### src/rtl/writeback_bypass_unit_if.sv
// Decode/pipeline-side bundle for the writeback and bypass unit: source queries,
// EX-stage writer info, data RAM read data, and the bypass/stall/register-file answers.
interface writeback_bypass_unit_if #(
  parameter int REG_W  = 5,
  parameter int DATA_W = 32
);
  logic [REG_W-1:0]  forward_rs;
  logic [REG_W-1:0]  forward_rt;
  logic              ex_wen;
  logic [REG_W-1:0]  ex_dest;
  logic              ex_is_load;
  logic [DATA_W-1:0] ex_result;
  logic [DATA_W-1:0] mem_rdata;
  logic              stall;
  logic              rs_fwd;
  logic [DATA_W-1:0] rs_fwd_data;
  logic              rt_fwd;
  logic [DATA_W-1:0] rt_fwd_data;
  logic              rf_we;
  logic [REG_W-1:0]  rf_waddr;
  logic [DATA_W-1:0] rf_wdata;
  logic [31:0]       stall_count;

  modport master (
    output forward_rs, forward_rt, ex_wen, ex_dest, ex_is_load, ex_result, mem_rdata,
    input  stall, rs_fwd, rs_fwd_data, rt_fwd, rt_fwd_data,
    input  rf_we, rf_waddr, rf_wdata, stall_count
  );

  modport slave (
    input  forward_rs, forward_rt, ex_wen, ex_dest, ex_is_load, ex_result, mem_rdata,
    output stall, rs_fwd, rs_fwd_data, rt_fwd, rt_fwd_data,
    output rf_we, rf_waddr, rf_wdata, stall_count
  );
endinterface

### src/rtl/writeback_bypass_unit.sv
// Tracks EX/MEM/WB writers of the 5-stage core, performs the WB register-file write,
// and answers decode's rs/rt queries with bypass data or a load-use stall.
module writeback_bypass_unit #(
  parameter int REG_W  = 5,
  parameter int DATA_W = 32
) (
  input  logic                   clk,
  input  logic                   resetn,
  writeback_bypass_unit_if.slave bus
);

  typedef struct packed {
    logic              hit;
    logic              stl;
    logic [DATA_W-1:0] data;
  } byp_t;

  logic              mem_wen_q, mem_wen_d;
  logic [REG_W-1:0]  mem_dest_q, mem_dest_d;
  logic              mem_load_q, mem_load_d;
  logic [DATA_W-1:0] mem_val_q, mem_val_d;
  logic              wb_wen_q, wb_wen_d;
  logic [REG_W-1:0]  wb_dest_q, wb_dest_d;
  logic [DATA_W-1:0] wb_val_q, wb_val_d;
  logic [31:0]       stall_cnt_q, stall_cnt_d;

  logic [DATA_W-1:0] mem_data;
  byp_t              rs_b, rt_b;
  logic              rs_hit, rt_hit;

  // Youngest writer wins; an EX load hit blocks older slots and asks for a stall.
  function automatic byp_t resolve(
    input logic [REG_W-1:0]  q,
    input logic              e_wen,
    input logic [REG_W-1:0]  e_dest,
    input logic              e_ld,
    input logic [DATA_W-1:0] e_res,
    input logic              m_wen,
    input logic [REG_W-1:0]  m_dest,
    input logic [DATA_W-1:0] m_data,
    input logic              w_wen,
    input logic [REG_W-1:0]  w_dest,
    input logic [DATA_W-1:0] w_val
  );
    byp_t r;
    r = '0;
    if (q != '0) begin
      if (e_wen && e_dest == q) begin
        r.stl  = e_ld;
        r.hit  = !e_ld;
        r.data = e_ld ? '0 : e_res;
      end else if (m_wen && m_dest == q) begin
        r.hit  = 1'b1;
        r.data = m_data;
      end else if (w_wen && w_dest == q) begin
        r.hit  = 1'b1;
        r.data = w_val;
      end
    end
    return r;
  endfunction

  assign mem_data = mem_load_q ? bus.mem_rdata : mem_val_q;

  always_comb begin
    mem_wen_d   = bus.ex_wen;
    mem_dest_d  = bus.ex_dest;
    mem_load_d  = bus.ex_is_load;
    mem_val_d   = bus.ex_result;
    wb_wen_d    = mem_wen_q;
    wb_dest_d   = mem_dest_q;
    wb_val_d    = mem_data;
    stall_cnt_d = stall_cnt_q + {31'b0, bus.stall};
    rs_b = resolve(bus.forward_rs, bus.ex_wen, bus.ex_dest, bus.ex_is_load, bus.ex_result,
                   mem_wen_q, mem_dest_q, mem_data, wb_wen_q, wb_dest_q, wb_val_q);
    rt_b = resolve(bus.forward_rt, bus.ex_wen, bus.ex_dest, bus.ex_is_load, bus.ex_result,
                   mem_wen_q, mem_dest_q, mem_data, wb_wen_q, wb_dest_q, wb_val_q);
  end

  // Answers are held at zero in reset since decode's own outputs are unreset.
  assign rs_hit          = resetn & rs_b.hit;
  assign rt_hit          = resetn & rt_b.hit;
  assign bus.stall       = resetn & (rs_b.stl | rt_b.stl);
  assign bus.rs_fwd      = rs_hit;
  assign bus.rs_fwd_data = rs_hit ? rs_b.data : '0;
  assign bus.rt_fwd      = rt_hit;
  assign bus.rt_fwd_data = rt_hit ? rt_b.data : '0;

  assign bus.rf_we       = resetn & wb_wen_q & (wb_dest_q != '0);
  assign bus.rf_waddr    = resetn ? wb_dest_q : '0;
  assign bus.rf_wdata    = resetn ? wb_val_q : '0;
  assign bus.stall_count = stall_cnt_q;

  // EX -> MEM -> WB shift; no enable, bubbles arrive as ex_wen=0
  always_ff @(posedge clk) begin
    if (!resetn) begin
      mem_wen_q   <= 1'b0;
      mem_dest_q  <= '0;
      mem_load_q  <= 1'b0;
      mem_val_q   <= '0;
      wb_wen_q    <= 1'b0;
      wb_dest_q   <= '0;
      wb_val_q    <= '0;
      stall_cnt_q <= '0;
    end else begin
      mem_wen_q   <= mem_wen_d;
      mem_dest_q  <= mem_dest_d;
      mem_load_q  <= mem_load_d;
      mem_val_q   <= mem_val_d;
      wb_wen_q    <= wb_wen_d;
      wb_dest_q   <= wb_dest_d;
      wb_val_q    <= wb_val_d;
      stall_cnt_q <= stall_cnt_d;
    end
  end

endmodule

### src/flat_wrapper.sv
// flat-port wrapper written by rule: the top's interface ports become plain ports
module writeback_bypass_unit_flat 
#(
  parameter int REG_W  = 5,
  parameter int DATA_W = 32
)
  (clk, resetn, bus_forward_rs, bus_forward_rt, bus_ex_wen, bus_ex_dest, bus_ex_is_load, bus_ex_result, bus_mem_rdata, bus_stall, bus_rs_fwd, bus_rs_fwd_data, bus_rt_fwd, bus_rt_fwd_data, bus_rf_we, bus_rf_waddr, bus_rf_wdata, bus_stall_count);
  writeback_bypass_unit_if #(.REG_W(REG_W), .DATA_W(DATA_W)) bus_i ();
  input  logic clk;
  input  logic resetn;
  input wire logic [$bits(bus_i.forward_rs)-1:0] bus_forward_rs;
  input wire logic [$bits(bus_i.forward_rt)-1:0] bus_forward_rt;
  input wire logic [$bits(bus_i.ex_wen)-1:0] bus_ex_wen;
  input wire logic [$bits(bus_i.ex_dest)-1:0] bus_ex_dest;
  input wire logic [$bits(bus_i.ex_is_load)-1:0] bus_ex_is_load;
  input wire logic [$bits(bus_i.ex_result)-1:0] bus_ex_result;
  input wire logic [$bits(bus_i.mem_rdata)-1:0] bus_mem_rdata;
  output wire logic [$bits(bus_i.stall)-1:0] bus_stall;
  output wire logic [$bits(bus_i.rs_fwd)-1:0] bus_rs_fwd;
  output wire logic [$bits(bus_i.rs_fwd_data)-1:0] bus_rs_fwd_data;
  output wire logic [$bits(bus_i.rt_fwd)-1:0] bus_rt_fwd;
  output wire logic [$bits(bus_i.rt_fwd_data)-1:0] bus_rt_fwd_data;
  output wire logic [$bits(bus_i.rf_we)-1:0] bus_rf_we;
  output wire logic [$bits(bus_i.rf_waddr)-1:0] bus_rf_waddr;
  output wire logic [$bits(bus_i.rf_wdata)-1:0] bus_rf_wdata;
  output wire logic [$bits(bus_i.stall_count)-1:0] bus_stall_count;
  assign bus_i.forward_rs = bus_forward_rs;
  assign bus_i.forward_rt = bus_forward_rt;
  assign bus_i.ex_wen = bus_ex_wen;
  assign bus_i.ex_dest = bus_ex_dest;
  assign bus_i.ex_is_load = bus_ex_is_load;
  assign bus_i.ex_result = bus_ex_result;
  assign bus_i.mem_rdata = bus_mem_rdata;
  assign bus_stall = bus_i.stall;
  assign bus_rs_fwd = bus_i.rs_fwd;
  assign bus_rs_fwd_data = bus_i.rs_fwd_data;
  assign bus_rt_fwd = bus_i.rt_fwd;
  assign bus_rt_fwd_data = bus_i.rt_fwd_data;
  assign bus_rf_we = bus_i.rf_we;
  assign bus_rf_waddr = bus_i.rf_waddr;
  assign bus_rf_wdata = bus_i.rf_wdata;
  assign bus_stall_count = bus_i.stall_count;
  writeback_bypass_unit #(.REG_W(REG_W), .DATA_W(DATA_W)) u_core (.clk(clk), .resetn(resetn), .bus(bus_i));
endmodule
### config.mk
export PLATFORM = sky130hd
export DESIGN_NAME = writeback_bypass_unit_flat
export DESIGN_NICKNAME = d
export VERILOG_FILES = /design/src/rtl/writeback_bypass_unit_if.sv /design/src/rtl/writeback_bypass_unit.sv /design/src/flat_wrapper.sv
export SDC_FILE = /design/constraint.sdc
export NUM_CORES = 1
export LEC_CHECK = 0
export CAP_MARGIN = 20
export CORE_MARGIN = 8
export CORE_UTILIZATION = 38
export CTS_BUF_LIST = sky130_fd_sc_hd__clkbuf_2
export DETAILED_ROUTE_END_ITERATION = 7
export HOLD_SLACK_MARGIN = 0.06
export PLACE_DENSITY_LB_ADDON = 0.12
export SYNTH_ARGS = -nofsm -noshare
export SYNTH_HDL_FRONTEND = slang
export SYNTH_SLANG_ARGS = --single-unit
### constraint.sdc
create_clock -name clk -period 3.1 [get_ports clk]
set_input_delay 0.31 -clock clk [delete_from_list [all_inputs] [get_ports clk]]
set_output_delay 0.31 -clock clk [all_outputs]
set_load 0.02 [all_outputs]
# After elaboration in Yosys (flattened, before gate mapping)
# Cells that the tools add are included.
dict set report totals {
  word_cells 53
  in_bits 83
  register_bits 109
}
dict set report op_classes {
  bitwise 6
  reduce_logical 10
  addsub 1
  n_eq_ne 6
  n_mux 22
}
# op count
set op_table {}
lappend op_table {{32-bit two-way mux} 11}
lappend op_table {{34-bit two-way mux} 2}
lappend op_table {{32-bit by 1-bit adder with 32-bit output} 1}
lappend op_table {{5-bit == test} 6}
lappend op_table {{5-bit nonzero test} 3}
lappend op_table {{1-bit two-way mux} 8}
lappend op_table {{1-bit logical AND} 6}
lappend op_table {{1-bit bitwise AND} 5}
lappend op_table {{5-bit two-way mux} 1}
lappend op_table {{1-bit zero test} 1}
lappend op_table {{1-bit OR} 1}

# Depth between registers and ports, before layout
dict set report logic_depth {
  ltp_word 9
  depth_mapped 15
  depth_no_buf 12
}

# Least setup slack after synthesis
# No wires, ideal clock.
dict set report synth_timing {
  path_type {input port to flip-flop}
  startpoint {in bus_ex_dest[2]}
  endpoint {reg u_core.stall_cnt_q[14], in the netlist u_core.bus.stall_count[14]}
  arrival_ns 2.998
  slack_ns -0.013
  setup_time_ns 0.115
  path_stages 15
  n_path_buf 3
  cell_sequence {xor2_1 nor4_1 and3_1 buf_2 buf_2 and3_1 o21a_1 ha_1 ha_1 and4_1 nor2b_1 clkbuf_1 nand3_1 xnor2_1 and2_1}
}
dict set report synth_between {
  elab_chain_cells 7
  elab_cells_between_ends 11
}
# element line
set synth_rtl {}
lappend synth_rtl {{start: declaration} flat_wrapper.sv:14} ;# input wire logic [$bits(bus_i.ex_dest)-1:0] bus_ex_dest;
lappend synth_rtl {{5-bit == test} writeback_bypass_unit.sv:48} ;# if (e_wen && e_dest == q) begin
lappend synth_rtl {{1-bit logical AND} writeback_bypass_unit.sv:48}
lappend synth_rtl {{1-bit two-way mux} writeback_bypass_unit.sv:48}
lappend synth_rtl {{34-bit two-way mux} writeback_bypass_unit.sv:47} ;# if (q != '0) begin
lappend synth_rtl {{1-bit OR *} writeback_bypass_unit.sv:83} ;# assign bus.stall = resetn & (rs_b.stl | rt_b.stl);
lappend synth_rtl {{1-bit bitwise AND *} writeback_bypass_unit.sv:83}
lappend synth_rtl {{named net bus_stall} flat_wrapper.sv:18} ;# output wire logic [$bits(bus_i.stall)-1:0] bus_stall;
lappend synth_rtl {{32-bit by 1-bit adder with 32-bit output *} writeback_bypass_unit.sv:73} ;# stall_cnt_d = stall_cnt_q + {31'b0, bus.stall};
lappend synth_rtl {{end signal: assignment} writeback_bypass_unit.sv:113} ;# stall_cnt_q <= stall_cnt_d;
lappend synth_rtl {{end: declaration} writeback_bypass_unit.sv:25} ;# logic [31:0] stall_cnt_q, stall_cnt_d;
# The timed path passes the listed nets; every way through them passes the cells marked *.
# A chain may end at the register's enable or synchronous reset.

# Worst setup path in the final report
dict set report layout_timing {
  startpoint {reg u_core.mem_dest_q[0]}
  endpoint {out bus_rt_fwd_data[9]}
}
dict set report layout_between {
  elab_chain_cells 7
  elab_cells_between_ends 9
}
# element line
set layout_rtl {}
lappend layout_rtl {{start: declaration} writeback_bypass_unit.sv:19} ;# logic [REG_W-1:0] mem_dest_q, mem_dest_d;
lappend layout_rtl {{start signal: assignment} writeback_bypass_unit.sv:107} ;# mem_dest_q <= mem_dest_d;
lappend layout_rtl {{5-bit == test *} writeback_bypass_unit.sv:52} ;# end else if (m_wen && m_dest == q) begin
lappend layout_rtl {{1-bit logical AND *} writeback_bypass_unit.sv:52}
lappend layout_rtl {{1-bit two-way mux} writeback_bypass_unit.sv:52}
lappend layout_rtl {{1-bit two-way mux} writeback_bypass_unit.sv:48}
lappend layout_rtl {{34-bit two-way mux *} writeback_bypass_unit.sv:47}
lappend layout_rtl {{1-bit bitwise AND} writeback_bypass_unit.sv:82} ;# assign rt_hit = resetn & rt_b.hit;
lappend layout_rtl {{32-bit two-way mux *} writeback_bypass_unit.sv:87} ;# assign bus.rt_fwd_data = rt_hit ? rt_b.data : '0;
lappend layout_rtl {{end: declaration} flat_wrapper.sv:22} ;# output wire logic [$bits(bus_i.rt_fwd_data)-1:0] bus_rt_fwd_data;
# Every way passes the cells marked *; elsewhere a longest branch is shown, timed or not.

==> summary.txt <==
Outcome
  – Outcome: finished, final reports clean

Timing
  – Relative slew slack: 59.5%
  – Clock Skew: 0.0397 ns
  – Fin. max-slew vios: 0
  – Crit path time final: 3.00 ns
  – RSZ-0062 raised after global routing: true
  – Measured slew at the worst slew-check pin: 0.603 ns
  – Fmax: 333 MHz
  – Setup TNS: 0 ns
  – Tcrit/Tclk final: 96.8%
  – Endpoints failing setup: 0
  – Final count of hold timing violations: 0

Worst setup path
  – WP data arrival: 2.69 ns
  – Bufs and invs on worst path: 3
  – Worst path slowest cell: dfxtp_2
  – Setup crit start kind: flop
  – Critical path required time: 2.79 ns
  – CP max FO: 9
  – Crit end category: primary output
  – CP Cell Sequence: xor2_1 -> nor4_2 -> and3_2 -> buf_4 -> buf_12 -> a221oi_1 -> a211oi_2 -> clkdlybuf4s15_2
  – Kind of critical path: reg -> out
  – CP delay by family, top: buffers and inverters
  – Largest stage delay, worst path: 0.42 ns

Clock network
  – CTS Hold Buffers Added: 0
  – Clock latency on the worst-skew pair: 0.64 ns
  – CTS tree: built
  – CTS max path bufs: 2
  – H-tree depth: 3
  – Inserted Clock Buffers: 9
  – Root Driver: clkbuf_2
  – Reg clk slew, reported paths: 0.38 ns
  – CTS Sinks: 109

GRT
  – Gr usage total: 20.7%
  – Final global-route overflow total: 0
  – Initial antenna violation count: 0
  – First-pass GRT wire length: 36,100 um
  – Vias in the first global route: 6,286
  – Pin count of the biggest net entering global routing: 99

Routing
  – DRT iter0 DRCs: 360
  – Met3 Routed Length: 1520 um
  – Number of vias per cell: 5.20
  – DR pass1 iterations: 5
  – DRC Markers: 0
  – WL final: 23,000 um
  – ANT nets after route: 0
  – DR WL met2: 10,600 um
  – Vias: 6,273
  – Drt wl/cell: 19.1 um
  – WL met1: 10,700 um
  – Highest Signal Layer: met4

Place
  – Dpl cells: 1,189
  – Placed inst area: 9220 um^2
  – HPWL after DPL: 16,400 um
  – Placer Congestion: 0.826
  – IO Port Bufs: 219

Finish
  – Final non-filler cell area: 9200 um^2
  – Filler cell count: 1,561
  – Post-Layout Cell Count: 1,207
  – Register area: 2190 um^2
  – Area of the multi-input gates: 3860 um^2
  – Area grow syn2layout: 42.2%
  – Fraction of layout cells with a size suffix above 1: 18.3%
  – Fin nets: 1,067
  – Diodes inserted: 0

Floorplan
  – Die height: 146 um
  – Horiz. Die Dim: 146 um
  – Site Rows: 47
  – Die area: 21,500 um^2
  – CORE AREA: 16,600 um^2
  – Io pins: 220
  – Initial core utilization: 38.9%

Synth
  – Post-synthesis sequential area ratio: 33.7%
  – Syn_area_per_cell: 8.55 um^2
  – Synth Flop Type: dfxtp_1
  – Syn Inst Count: 757
  – EDFF count, synth: 0
  – Post-synthesis cell area: 6470 um^2
  – Register bit total from synthesis: 109
  – Asr flop ratio synth: 0%
  – Synthesized Nets: 842
  – Cell variety after synth: 43
  – Yosys warns: 0

Power
  – Final Power: 2.74 mW
  – Power Density: 298 nW/um^2
  – P_leak: 3.56 nW
  – VDD IR-drop max: 184 uV

Worst hold path
  – Worst Hold Class: in -> reg

Job
  – Max-Cap Viols: 0
[cell families after synthesis]
family | count (synthesis) | synth area share, %
adder cells (fa/ha/maj) | 2 | 0.387
AND/OR/NAND/NOR | 312 | 27.2
XOR/XNOR | 54 | 7.31
AO/OA/AOI/OAI | 144 | 19.4
flip-flops | 109 | 33.7
multiplexers | 32 | 4.95
buffers and inverters | 104 | 7.08
[state kept, by name (all words and copies together), names as in the netlist]
register	flops
u_core.bus.stall_count	32
u_core.mem_val_q	32
u_core.wb_val_q	32
u_core.mem_dest_q	5
u_core.wb_dest_q	5
u_core.mem_load_q	1
u_core.mem_wen_q	1
u_core.wb_wen_q	1
[cell usage in the layout (no fill, tap or decap), types with 2 or more instances in the layout]
cell type / instances
buf_12: 11
nor3_1: 3
inv_1: 36
a211oi_1: 2
ha_1: 2
o221ai_1: 32
dlygate4sd2_1: 3
clkdlybuf4s15_1: 7
nor4_1: 3
o21ai_0: 2
nor2_1: 4
nand2_1: 76
xnor2_1: 33
xor2_1: 21
a221oi_1: 31
dfxtp_2: 7
nand2b_1: 34
clkdlybuf4s50_1: 152
nor2b_1: 34
or3_1: 2
and2_1: 112
o21a_1: 2
a21oi_1: 34
dfxtp_1: 101
o211ai_1: 2
and3_1: 7
nand4_1: 11
a211oi_2: 30
buf_6: 3
nand3_1: 14
clkdlybuf4s15_2: 12
buf_4: 53
and4_1: 6
inv_6: 4
clkinv_8: 2
mux2i_1: 32
clkbuf_2: 47
[final cells by class]
cell class                 count  area share, %
inverter                      37           1.51
clock buffer                   9          0.490
multi-input combinational    544           42.0
tap                          220           2.99
clock inverter                 7          0.816
timing repair buffer         281           28.4
sequential                   109           23.9
[synth_stat cells, types with 2 or more instances]
cell type,instances,share of area (%)
clkbuf_1,36,2.1
a21oi_1,34,2.6
buf_4,4,0.46
nor4_1,3,0.29
o21ai_0,2,0.15
nand3_1,14,1.1
nand2_1,76,4.4
o21a_1,2,0.23
a221oi_1,32,4.3
nand2b_1,34,3.3
and3_1,9,0.87
nand4_1,11,1.1
a211oi_2,29,5.6
buf_2,24,1.9
and4_1,6,0.81
o221ai_1,32,4.3
nor2b_1,34,3.3
and2_1,112,11
inv_1,36,2.1
a211oi_1,3,0.35
o211ai_1,2,0.23
nor2_1,4,0.23
xnor2_1,33,4.5
or3_1,2,0.19
mux2i_1,32,4.9
ha_1,2,0.39
buf_6,3,0.52
nor3_1,3,0.23
xor2_1,21,2.8
dfxtp_1,109,34
[worst paths after layout]
check                                          startpoint                    endpoint  slack [ns]  cells after the start
worst min-delay path                               resetn  u_core.bus.stall_count[16]        0.16                      4
worst max register to register  u_core.bus.stall_count[7]  u_core.bus.stall_count[31]        1.02                      5
worst max-delay path                 u_core.mem_dest_q[0]          bus_rt_fwd_data[9]        0.10                      8
worst min register to register       u_core.mem_dest_q[2]         u_core.wb_dest_q[2]        0.54                      1
[tightest hold or removal path, cell delays in order]
cell	delay (ns)
buf_4	0.15
buf_12	0.22
nand2b_1	0.11
o31ai_1	0.05
[per-stage QoR]
stage	setup WS, ns	utilization (%)	hold WS (ns)
6_report	0.101	55.3	0.159
5_1_grt	-0.103	55.3	0.0851
4_1_cts	0.000263	56.0	0.110
3_5_place_dp	-0.248	55.4	0.519
3_3_place_gp	-0.256	55.4	0.510
2_1_floorplan	0.0944	-	0.432
[per-layer routing]
metal	GRT usage, %	up-vias
met3	5.35	16
met2	33.6	208
met1	26.7	2976
met4	5.20	0
met5	0	-
li1	-	3073
[repair_timing]
| item | CTS | global route |
|---|---|---|
| hold endpoints to repair | 0 | 0 |
| setup buffers | 0 | 2 |
| pin swaps | 0 | 1 |
| resized for setup | 123 | 74 |
| setup endpoints to repair | 64 | 58 |
[report_power, final]
part / leakage (nW) / total (mW) / switching [mW] / internal (mW)
Clock: 0.0694 / 0.698 / 0.564 / 0.134
Combinational: 2.59 / 0.543 / 0.264 / 0.279
Sequential: 0.899 / 1.50 / 0.0382 / 1.46
Power figures use the tool's default switching activity.
